$ cat src/rtl/irq_ctl.sv
// Memory-mapped 8-source interrupt controller for the 65C02 bus: synchronises
// sources, latches edge/level requests, masks them and drives a registered IRQ.
module irq_ctl #(
  parameter logic [15:0] BASE        = 16'hFE00,
  parameter int unsigned SYNC_STAGES = 2
) (
  input  logic        clk,
  input  logic        RST,
  input  logic [15:0] AD,
  input  logic [7:0]  DO,
  input  logic        WE,
  input  logic        RDY,
  input  logic [7:0]  src,
  output logic        IRQ,
  output logic [7:0]  rd_data,
  output logic        hit
);

  typedef enum logic [1:0] {
    REG_STATUS = 2'd0,
    REG_ENABLE = 2'd1,
    REG_EDGE   = 2'd2,
    REG_VECTOR = 2'd3
  } reg_idx_e;

  logic [7:0] sync_q [SYNC_STAGES];
  logic [7:0] sn;
  logic [7:0] prev_q;
  logic [7:0] rise;
  logic [7:0] pending_q;
  logic [7:0] pending_d;
  logic [7:0] enable_q;
  logic [7:0] edge_q;
  logic [7:0] active;
  logic [7:0] clear;
  logic [7:0] vector;
  logic [7:0] rd_mux;
  logic       found;
  logic       sel;
  logic       wr_en;
  logic       rd_en;
  reg_idx_e   idx;

  assign sn     = sync_q[SYNC_STAGES-1];
  assign rise   = sn & ~prev_q;
  assign active = pending_q & enable_q;
  assign sel    = (AD[15:2] == BASE[15:2]);
  assign idx    = reg_idx_e'(AD[1:0]);
  assign wr_en  = sel & WE & RDY;
  assign rd_en  = sel & ~WE;
  assign clear  = (wr_en && idx == REG_STATUS) ? (DO & edge_q) : '0;

  // Fixed priority: bit 0 wins.
  always_comb begin
    vector = 8'h80;
    found  = 1'b0;
    for (int unsigned i = 0; i < 8; i++) begin
      if (active[i] && !found) begin
        vector = 8'(i);
        found  = 1'b1;
      end
    end
  end

  // A mode change on the EDGE write edge overrides the normal update: bits
  // leaving edge mode drop their latch, bits entering it keep their value.
  always_comb begin
    pending_d = (edge_q & (rise | (pending_q & ~clear))) | (~edge_q & sn);
    if (wr_en && idx == REG_EDGE) begin
      pending_d = pending_d & ~(edge_q & ~DO);
      pending_d = (pending_d & ~(~edge_q & DO)) | (pending_q & ~edge_q & DO);
    end
  end

  always_comb begin
    rd_mux = '0;
    case (idx)
      REG_STATUS: rd_mux = pending_q;
      REG_ENABLE: rd_mux = enable_q;
      REG_EDGE:   rd_mux = edge_q;
      REG_VECTOR: rd_mux = vector;
    endcase
  end

  always_ff @(posedge clk) begin
    if (RST) begin
      for (int unsigned i = 0; i < SYNC_STAGES; i++) begin
        sync_q[i] <= '0;
      end
      prev_q    <= '0;
      pending_q <= '0;
      enable_q  <= '0;
      edge_q    <= '0;
      IRQ       <= 1'b0;
      hit       <= 1'b0;
      rd_data   <= '0;
    end else begin
      sync_q[0] <= src;
      for (int unsigned i = 1; i < SYNC_STAGES; i++) begin
        sync_q[i] <= sync_q[i-1];
      end
      prev_q    <= sn;
      pending_q <= pending_d;
      IRQ       <= |active;
      if (wr_en) begin
        case (idx)
          REG_ENABLE: enable_q <= DO;
          REG_EDGE:   edge_q   <= DO;
          default:    ;
        endcase
      end
      // RDY low freezes the bus-side outputs only; interrupt tracking runs on.
      if (RDY) begin
        hit     <= rd_en;
        rd_data <= rd_en ? rd_mux : '0;
      end
    end
  end

endmodule
$ cat config.mk
export PLATFORM = sky130hd
export DESIGN_NAME = irq_ctl
export DESIGN_NICKNAME = d
export VERILOG_FILES = /design/src/rtl/irq_ctl.sv
export SDC_FILE = /design/constraint.sdc
export NUM_CORES = 1
export LEC_CHECK = 0
export CORE_MARGIN = 1
export CORE_UTILIZATION = 51
export CTS_CLUSTER_DIAMETER = 100
export DETAILED_ROUTE_END_ITERATION = 6
export GPL_TIMING_DRIVEN = 0
export PLACE_DENSITY = 0.78
export REMOVE_ABC_BUFFERS = 1
export SLEW_MARGIN = 0
export SYNTH_ARGS = -nofsm -noshare
export SYNTH_HDL_FRONTEND = slang
export SYNTH_SLANG_ARGS = --single-unit
$ cat constraint.sdc
create_clock -name clk -period 3.2 [get_ports clk]
set_clock_uncertainty 0.2 [all_clocks]
set_input_delay 0.8 -clock clk [delete_from_list [all_inputs] [get_ports clk]]
set_output_delay 0.8 -clock clk [all_outputs]
set_load 0.05 [all_outputs]
==> results of run 1 <==
path summary, 6_finish.rpt:
path	start	end	slack [ns]
worst max-delay path	RDY	pending_q[6]	0.07
worst min-delay path	sync_q[0][6]	sync_q[0][14]	0.24
worst max register to register	pending_q[1]	rd_data[7]	1.56
worst min register to register	sync_q[0][6]	sync_q[0][14]	0.24
stage by stage:
stage                     TNS [ns]  hold slack (ns)  utilization [%]  power, mW
after floorplan              -1.38            0.214                -      0.799
after global placement      -36.75            0.216             64.1      0.878
after detailed placement    -33.29            0.224             65.0      0.884
after CTS                        0            0.238             69.5       1.56
after global routing             0            0.255             69.7       1.61
final                            0            0.236             69.7       1.54
worst reg2reg max path: cells and delay by family (launching register included):
family,cells,cell delay [ns]
muxes,1,0.13
DFF,1,0.35
and+or+nand+nor,2,0.49
AOI/OAI and AO/OA,2,0.42
cell type report:
type / instances / share of cell area, %
multi-input combinational: 217 / 40.5
sequential: 58 / 34.6
timing repair buffer: 50 / 15.2
clock buffer: 14 / 4.85
tap: 67 / 2.50
inverter: 12 / 1.38
clock inverter: 2 / 1.04
repair_timing:
action	CTS	global route
gates resized for setup	3	4
hold buffers	0	0
setup endpoints to repair	28	19
setup buffers	2	1
pin swaps	1	1
state kept, by name, indices dropped and copies added (netlist names):
name       cells
rd_data        8
edge_q         8
sync_q        16
enable_q       8
prev_q         8
hit            1
pending_q      8
IRQ            1
cells by family (layout without fill, tap and decap cells):
kind of cell	Yosys count	count (layout)	synth area share [%]
and+or+nand+nor	121	121	24.4
AOI/OAI and AO/OA	80	80	20.8
DFF	58	58	44.4
buffers and inverters	27	78	4.21
muxes	16	16	6.17
routing by layer:
metal  track usage, %  part of all wire [%]  wire [um]  up-vias
li1                 -                     -          -     1204
met1             30.4                    43       2700     1197
met2             42.7                    48       3000       82
met3             7.13                   6.7        417       11
met4             12.2                   1.6        101        0
met5                0                     0          0        -
power groups by stage:
stage	Clock [mW]	Combinational, mW	Sequential (mW)
floorplan	0	0.0447	0.754
global placement	0	0.123	0.755
detailed placement	0	0.128	0.756
CTS	0.687	0.129	0.740
global route	0.723	0.141	0.741
finish	0.672	0.128	0.740
cells in the final DEF, fill, tap and decap left out, drive strengths merged, types with 2 or more instances in the layout:
master | Yosys | final
nand4 | 10 | 10
nand2 | 28 | 28
clkbuf | 9 | 15
buf | 6 | 6
clkinv | 3 | 4
a311o | 8 | 8
nor2b | 17 | 17
a41oi | 8 | 8
nor2 | 33 | 33
clkdlybuf4s50 | 0 | 43
o21ai | 16 | 16
nand3 | 10 | 10
dfxtp | 58 | 58
a22o | 4 | 4
o211ai | 8 | 8
inv | 9 | 9
and3 | 9 | 9
a21oi | 24 | 24
a22oi | 5 | 5
mux2i | 15 | 15
nand4b | 2 | 2
nor4 | 4 | 4
==> impl_metrics.env, run 1 <==
export IMPL_status="completed"
export IMPL_wl_per_cell_um=14.8
export IMPL_initial_core_util_pct=54.3
export IMPL_io_pin_count=46
export IMPL_rows=25
export IMPL_netlist_instances=302
export IMPL_worstMarginPinSlew_ns=0.614
export IMPL_grt_first_pass_wirelength_mm=10.4
export IMPL_seq_power_share_pct=48.0
export IMPL_io_buffers=45
export IMPL_syn_to_final_growth_pct=28.3
export IMPL_multi_input_area_um2=1360
export IMPL_drt_iter0_drc=146
export IMPL_synth_ff_type="dfxtp_1"
export IMPL_ir_drop_v=0.000292
export IMPL_wl_mm=6.21
export IMPL_maxCapViolations=0
export IMPL_grt_antenna_before_repair=0
export IMPL_max_freq_mhz=320
export IMPL_register_area_um2=1160
export IMPL_swShare_pct=22.0
export IMPL_die_area_um2=5420
export IMPL_cts_made_buffers=9
export IMPL_async_flop_share_pct=0
export IMPL_placed_cell_area_um2=3130
export IMPL_grt_pass1_vias=2304
export IMPL_die_h_um=73.6
export IMPL_criticalPathCategory="input pin to register"
export IMPL_yosys_top_cells_count="dfxtp_1, nor2_1, nand2_1"
export IMPL_combPwrFrac_pct=8.3
export IMPL_drive_gt1_share_pct=8.22
export IMPL_fin_crit_sh_pct=97.7
export IMPL_crit_chain="clkdlybuf4s50_1 > or4b_4 > or4_4 > nor4_4 > buf_4 > a311o_1 > and3_1"
export IMPL_dp_cells=401
export IMPL_internal_power_mw=1.20
export IMPL_fin_ws_ns=0.0741
export IMPL_path_clk_slew_ns=0.06
export IMPL_finalHoldViolations=0
export IMPL_ant_nets=0
export IMPL_clk_latency_ns=0.34
export IMPL_cpLargestDelayFamily="simple AND/OR/NAND/NOR gates"
export IMPL_vias=2494
export IMPL_dr_pass1_iters=4
export IMPL_yosysWarnings=0
export IMPL_power_frac_clock_pct=43.6
export IMPL_synth_most_common_cell="dfxtp_1"
export IMPL_hpwl_mm=4.04
export IMPL_syn_area_um2=2620
export IMPL_p_per_area_nw_per_um2=459
export IMPL_grt_ovfl_total=0
export IMPL_synth_top_area_cell="dfxtp_1"
export IMPL_slew_headroom_pct=58.9
export IMPL_ctsLongestPathBuffers=2
export IMPL_place_ws_ns=-1.57
export IMPL_cts_sinks=58
export IMPL_arrival_ns=3.21
export IMPL_final_nets=384
export IMPL_cts_htree_levels=3
export IMPL_drv_slew=0
export IMPL_syn_avg_cell_area_um2=8.66
export IMPL_critPathCaptureType="register"
export IMPL_design_area_um2=3360
export IMPL_fillerInstances=435
export IMPL_synth_distinct_cells=41
export IMPL_setup_viol_count_final=0
export IMPL_crit_required_ns=3.28
export IMPL_rsz0062_at_grt="false"
export IMPL_min_delay_path_class="register to register"
export IMPL_vias_per_cell=5.94
export IMPL_synth_area_leaders="dfxtp_1, mux2i_1, nor2_1"
export IMPL_die_w_um=73.6
export IMPL_gp_congestion=0.754
export IMPL_crit_fanout=6
export IMPL_crit_buf_inv=2
export IMPL_core_area_um2=4820
export IMPL_startpoint_type="input pin"
export IMPL_min_period_ns=3.13
export IMPL_drc=0
export IMPL_seq_area_frac_synth_pct=44.4
export IMPL_worstRegToRegCells=5
export IMPL_final_instance_count_excl_fill=420
export IMPL_power_leakage_nw=1.19
export IMPL_synth_edf_count=0
export IMPL_clockRootBuffer="clkbuf_8"
export IMPL_worstHoldPathCells=1
export IMPL_yosysTopAreaCellShare_pct=44.4
export IMPL_n_antenna_cell=0
export IMPL_grt_max_degree=33
export IMPL_cp_slowest_cell="or4_4"
export IMPL_switching_power_uw=340
export IMPL_cp_depth=7
export IMPL_track_usage_pct=25.6
export IMPL_cp_slowest_stage_delay_ns=0.53
export IMPL_cts_tree="built"
export IMPL_ys_ff_latch=58
No activity file was read; power rests on OpenSTA's default activity.
==> inputs of run 2 (changes only) <==
Settings changed: CORE_UTILIZATION 51 to 36, PLACE_DENSITY 0.78 to 0.54.
==> run 2 against run 1 <==
Effect of this change: via count shrank 3.2%; setup slack better by 0.016 ns; critical path type unchanged; largest power group unchanged; largest cell class unchanged; core utilization fell by 20 points; critical endpoint is now pending_q[2].
==> impl_metrics.env, run 2 (synthesis results as in run 1) <==
export IMPL_status="completed"
export IMPL_drc=0
export IMPL_grt_antenna_before_repair=0
export IMPL_worstMarginPinSlew_ns=0.662
export IMPL_core_area_um2=6910
export IMPL_criticalPathCategory="input pin to register"
export IMPL_drt_met1_wl_mm=3.18
export IMPL_cts_tree="built"
export IMPL_crit_fanout=8
export IMPL_n_antenna_cell=0
export IMPL_ir_drop_v=0.000238
export IMPL_vias_per_cell=5.35
export IMPL_critPathCaptureType="register"
export IMPL_syn_to_final_growth_pct=29.9
export IMPL_clockRootBuffer="clkbuf_8"
export IMPL_ctsLongestPathBuffers=2
export IMPL_max_freq_mhz=322
export IMPL_cts_sinks=58
export IMPL_die_h_um=87.3
export IMPL_grt_max_degree=37
export IMPL_finalHoldViolations=0
export IMPL_drv_slew=0
export IMPL_largest_register="sync_q"
export IMPL_cp_slowest_cell="or4_4"
export IMPL_wl_mm=6.63
export IMPL_io_buffers=45
export IMPL_fillerInstances=708
export IMPL_maxCapViolations=0
export IMPL_fin_util_pct=49.2
export IMPL_ant_nets=0
export IMPL_placed_cell_area_um2=3160
export IMPL_crit_chain="clkdlybuf4s50_1 > or4b_4 > or4_4 > nor4_4 > buf_4 > a311o_1 > and3_1"
export IMPL_rows=30
export IMPL_topRoutingLayerUsed="met4"
export IMPL_slew_headroom_pct=55.8
export IMPL_largest_register_ffs=16
export IMPL_p_per_area_nw_per_um2=456
export IMPL_cts_htree_levels=3
export IMPL_min_period_ns=3.11
export IMPL_final_cell_mix="dfxtp_1, clkdlybuf4s50_1, nor2_1"
export IMPL_die_area_um2=7610
export IMPL_mostFrequentLayoutCell="dfxtp_1"
export IMPL_dr_pass1_iters=4
export IMPL_route_met3_wl_um=443
export IMPL_fin_crit_sh_pct=97.2
export IMPL_die_w_um=87.3
export IMPL_grt_ovfl_total=0
export IMPL_clk_latency_ns=0.33
export IMPL_initial_core_util_pct=37.9
export IMPL_gp_congestion=0.729
export IMPL_final_instance_count_excl_fill=451
export IMPL_vias=2414
export IMPL_cts_made_buffers=9
export IMPL_power_leakage_nw=1.20
export IMPL_path_clk_slew_ns=0.06
export IMPL_wl_met2_mm=2.89
export IMPL_drive_gt1_share_pct=8.73
export IMPL_setup_viol_count_final=0
export IMPL_startpoint_type="input pin"
export IMPL_arrival_ns=3.19
export IMPL_dp_cells=430
export IMPL_crit_required_ns=3.28
export IMPL_cp_slowest_stage_delay_ns=0.53
export IMPL_final_nets=386
export IMPL_grt_first_pass_wirelength_mm=10.8
export IMPL_rsz0062_at_grt="false"
export IMPL_io_pin_count=46
export IMPL_track_usage_pct=18.7
export IMPL_min_delay_path_class="register to register"
export IMPL_fin_setup_tns_ns=0
export IMPL_drt_iter0_drc=128
export IMPL_design_area_um2=3400
export IMPL_wl_per_cell_um=14.7
export IMPL_multi_input_area_um2=1360
export IMPL_grt_pass1_vias=2139
export IMPL_register_area_um2=1160
export IMPL_ff2ff_setup_slack_ns=1.55
export IMPL_hpwl_mm=4.16
[run 2: changes by cell type in the layout (fill, tap and decap cells not counted)]
cell / previous run / this run
buf_8: 1 / 0
buf_16: 1 / 0
buf_4: 2 / 5
nor2b_2: 1 / 0
buf_12: 0 / 1
nor2b_4: 0 / 1
[run 2: power breakdown]
group	switching (mW)	internal (mW)
registers	0.00497	0.735
clock network	0.278	0.402
logic	0.0651	0.0643
total	0.348	1.20
[run 2: per-layer routing]
metal	global-route usage, %	vias up
li1	-	1204
met2	28.1	74
met5	0	-
met3	5.31	12
met1	25.1	1124
met4	7.75	0
[run 2: worst max-delay path: cells and delay by family]
| kind | cells | cell delay (ns) |
|---|---|---|
| buf+inv | 2 | 0.75 |
| compound gates | 1 | 0.18 |
| simple gates | 4 | 1.44 |
[run 2: path summary, 6_finish.rpt]
kind / depth (start not counted) / from / endpoint
hold reg to reg: 1 / sync_q[0][2] / sync_q[0][10]
setup reg to reg: 5 / pending_q[3] / rd_data[7]
setup / recovery: 7 / RDY / pending_q[2]
hold / removal: 1 / sync_q[0][2] / sync_q[0][10]
[run 2: repair_timing]
item                       in CTS  in global routing
hold buffers                    0                  0
buffers inserted                5                  0
hold endpoints to repair        0                  0
setup endpoints to repair      31                 17
gates resized for setup         6                  1
pin swaps                       2                  0
[run 2: cell type report]
cell class	instances	area share [%]
Multi-Input combinational cell	217	40.1
Clock buffer	14	4.79
Inverter	12	1.36
Tap cell	96	3.53
Timing Repair Buffer	52	15.0
Clock inverter	2	1.03
Sequential cell	58	34.2
[run 2: through the flow]
step	power (mW)	worst slack, ns	hold slack [ns]
finish	1.55	0.0896	0.235
global route	1.62	0.0250	0.246
CTS	1.57	0.0132	0.238
detailed placement	0.885	-1.80	0.224
global placement	0.882	-1.81	0.216
floorplan	0.799	-0.173	0.214
==> inputs of run 3 (changes only) <==
Settings changed: PLACE_DENSITY 0.54 to 0.56, SKIP_LAST_GASP set to 1.
Clock period 3.2 ns to 2.8 ns, I/O delays scaled along.
==> run 3 against run 2 <==
Effect of this change: combinational power rose by 15%; worst hold slack worse by 0.0016 ns; core utilization up 0.16 points; critical path depth stayed put; power grew 12%; die area stayed put; setup slack better by 0.020 ns; highest routed layer unchanged.
==> impl_metrics.env, run 3 (synthesis results as in run 1) <==
export IMPL_switching_power_uw=392
export IMPL_combPwrFrac_pct=8.6
export IMPL_rows=30
export IMPL_die_w_um=87.3
export IMPL_cp_slowest_stage_delay_ns=0.58
export IMPL_io_buffers=45
export IMPL_cpLargestDelayFamily="simple AND/OR/NAND/NOR gates"
export IMPL_grt_ovfl_total=0
export IMPL_drc=0
export IMPL_track_usage_pct=17.9
export IMPL_min_period_ns=2.69
export IMPL_path_clk_slew_ns=0.06
export IMPL_die_area_um2=7610
export IMPL_cp_depth=7
export IMPL_cts_made_buffers=9
export IMPL_io_pin_count=46
export IMPL_finalHoldViolations=0
export IMPL_placed_cell_area_um2=3160
export IMPL_largest_register="sync_q"
export IMPL_fin_ws_ns=0.109
export IMPL_wl_per_cell_um=14.4
export IMPL_vias_per_cell=5.40
export IMPL_hp_start="sync_q[0][2]"
export IMPL_ir_drop_v=0.000269
export IMPL_drt_iter0_drc=116
export IMPL_slew_headroom_pct=55.9
export IMPL_crit_buf_inv=2
export IMPL_power_frac_clock_pct=42.6
export IMPL_syn_to_final_growth_pct=30.3
export IMPL_crit_fanout=8
export IMPL_criticalPathCategory="input pin to register"
export IMPL_startpoint_type="input pin"
export IMPL_cts_tree="built"
export IMPL_final_cell_mix="dfxtp_1, clkdlybuf4s50_1, nor2_1"
export IMPL_initial_core_util_pct=37.9
export IMPL_min_delay_path_class="register to register"
export IMPL_fin_util_pct=49.4
export IMPL_grt_max_degree=36
export IMPL_ff2ff_setup_slack_ns=1.14
export IMPL_critPathCaptureType="register"
export IMPL_seq_power_share_pct=48.8
export IMPL_fin_crit_sh_pct=96.1
export IMPL_cts_sinks=58
export IMPL_rsz0062_at_grt="false"
export IMPL_cts_htree_levels=3
export IMPL_worstRegToRegCells=5
export IMPL_dr_pass1_iters=4
export IMPL_vias=2430
export IMPL_grt_first_pass_wirelength_mm=10.3
export IMPL_p_per_area_nw_per_um2=508
export IMPL_final_nets=386
export IMPL_power_mw=1.73
export IMPL_crit_chain="clkdlybuf4s50_1 > nand4bb_4 > or4_4 > nor4_4 > buf_6 > a311o_1 > and3_1"
export IMPL_clk_latency_ns=0.33
export IMPL_hold_ws_ns=0.233
export IMPL_r2r_end="rd_data[7]"
export IMPL_fin_setup_tns_ns=0
export IMPL_timing_rr_start="pending_q[1]"
export IMPL_final_instance_count_excl_fill=450
export IMPL_n_antenna_cell=0
export IMPL_power_leakage_nw=1.21
export IMPL_whs_endpoint="sync_q[0][10]"
export IMPL_fillerInstances=712
export IMPL_ant_nets=0
export IMPL_place_ws_ns=-2.00
export IMPL_gp_congestion=0.725
export IMPL_dp_cells=430
export IMPL_cp_slowest_cell="or4_4"
export IMPL_die_h_um=87.3
export IMPL_status="completed"
export IMPL_wl_mm=6.47
export IMPL_max_freq_mhz=372
export IMPL_maxCapViolations=0
export IMPL_crit_required_ns=2.88
export IMPL_mostFrequentLayoutCell="dfxtp_1"
export IMPL_arrival_ns=2.77
export IMPL_grt_pass1_vias=2136
export IMPL_ctsLongestPathBuffers=2
export IMPL_swShare_pct=22.6
export IMPL_worstHoldPathCells=1
export IMPL_drv_slew=0
export IMPL_largest_register_ffs=16
export IMPL_worstMarginPinSlew_ns=0.662
export IMPL_design_area_um2=3410
export IMPL_internal_power_mw=1.34
export IMPL_grt_antenna_before_repair=0
export IMPL_clockRootBuffer="clkbuf_8"
export IMPL_drive_gt1_share_pct=9.89
export IMPL_core_area_um2=6910
export IMPL_setup_viol_count_final=0
export IMPL_hpwl_mm=4.14
## run 3: cell count changes in the layout (fill, tap and decap cells not counted), sizes merged
cell / previous run / this run
dlymetal6s2s: 0 / 1
clkdlybuf4s15: 0 / 3
clkbuf: 15 / 14
clkinv: 4 / 5
clkdlybuf4s50: 43 / 38
## run 3: cell type report
cell class / count / area, um2 / share of cell area, %
Multi-Input combinational cell: 217 / 1380 / 40.5
Clock inverter: 3 / 40.0 / 1.17
Timing Repair Buffer: 52 / 515 / 15.1
Sequential cell: 58 / 1160 / 34.1
Inverter: 12 / 47.5 / 1.39
Clock buffer: 12 / 145 / 4.26
Tap cell: 96 / 120 / 3.52
## run 3: power groups by stage
stage / Clock (mW) / Sequential, mW / Combinational (mW)
6_report: 0.739 / 0.845 / 0.148
5_1_grt: 0.804 / 0.846 / 0.162
4_1_cts: 0.763 / 0.845 / 0.147
3_5_place_dp: 0 / 0.864 / 0.147
3_3_place_gp: 0 / 0.863 / 0.145
2_1_floorplan: 0 / 0.862 / 0.0511
## run 3: routing by layer
layer / global-route usage (%) / vias up / wire [um]
li1: - / 1207 / -
met1: 23.9 / 1149 / 3110
met2: 27.6 / 63 / 2860
met3: 3.79 / 11 / 381
met4: 8.49 / 0 / 114
met5: 0 / - / 0
## run 3: worst max path at each step
stage	slack [ns]	start	end
after floorplan	-0.47	AD[5]	pending_q[0]
final	0.11	AD[11]	pending_q[6]
after detailed placement	-2.00	AD[1]	pending_q[0]
after CTS	0.06	AD[0]	enable_q[0]
after global placement	-2.12	AD[1]	edge_q[3]
after global routing	0.02	RDY	edge_q[1]
## run 3: timing repair
action,CTS,global route
setup buffers,5,0
endpoints found under the setup margin,33,26
resized for setup,14,8
hold buffers,0,0
pin swaps,7,4
cloned,0,0
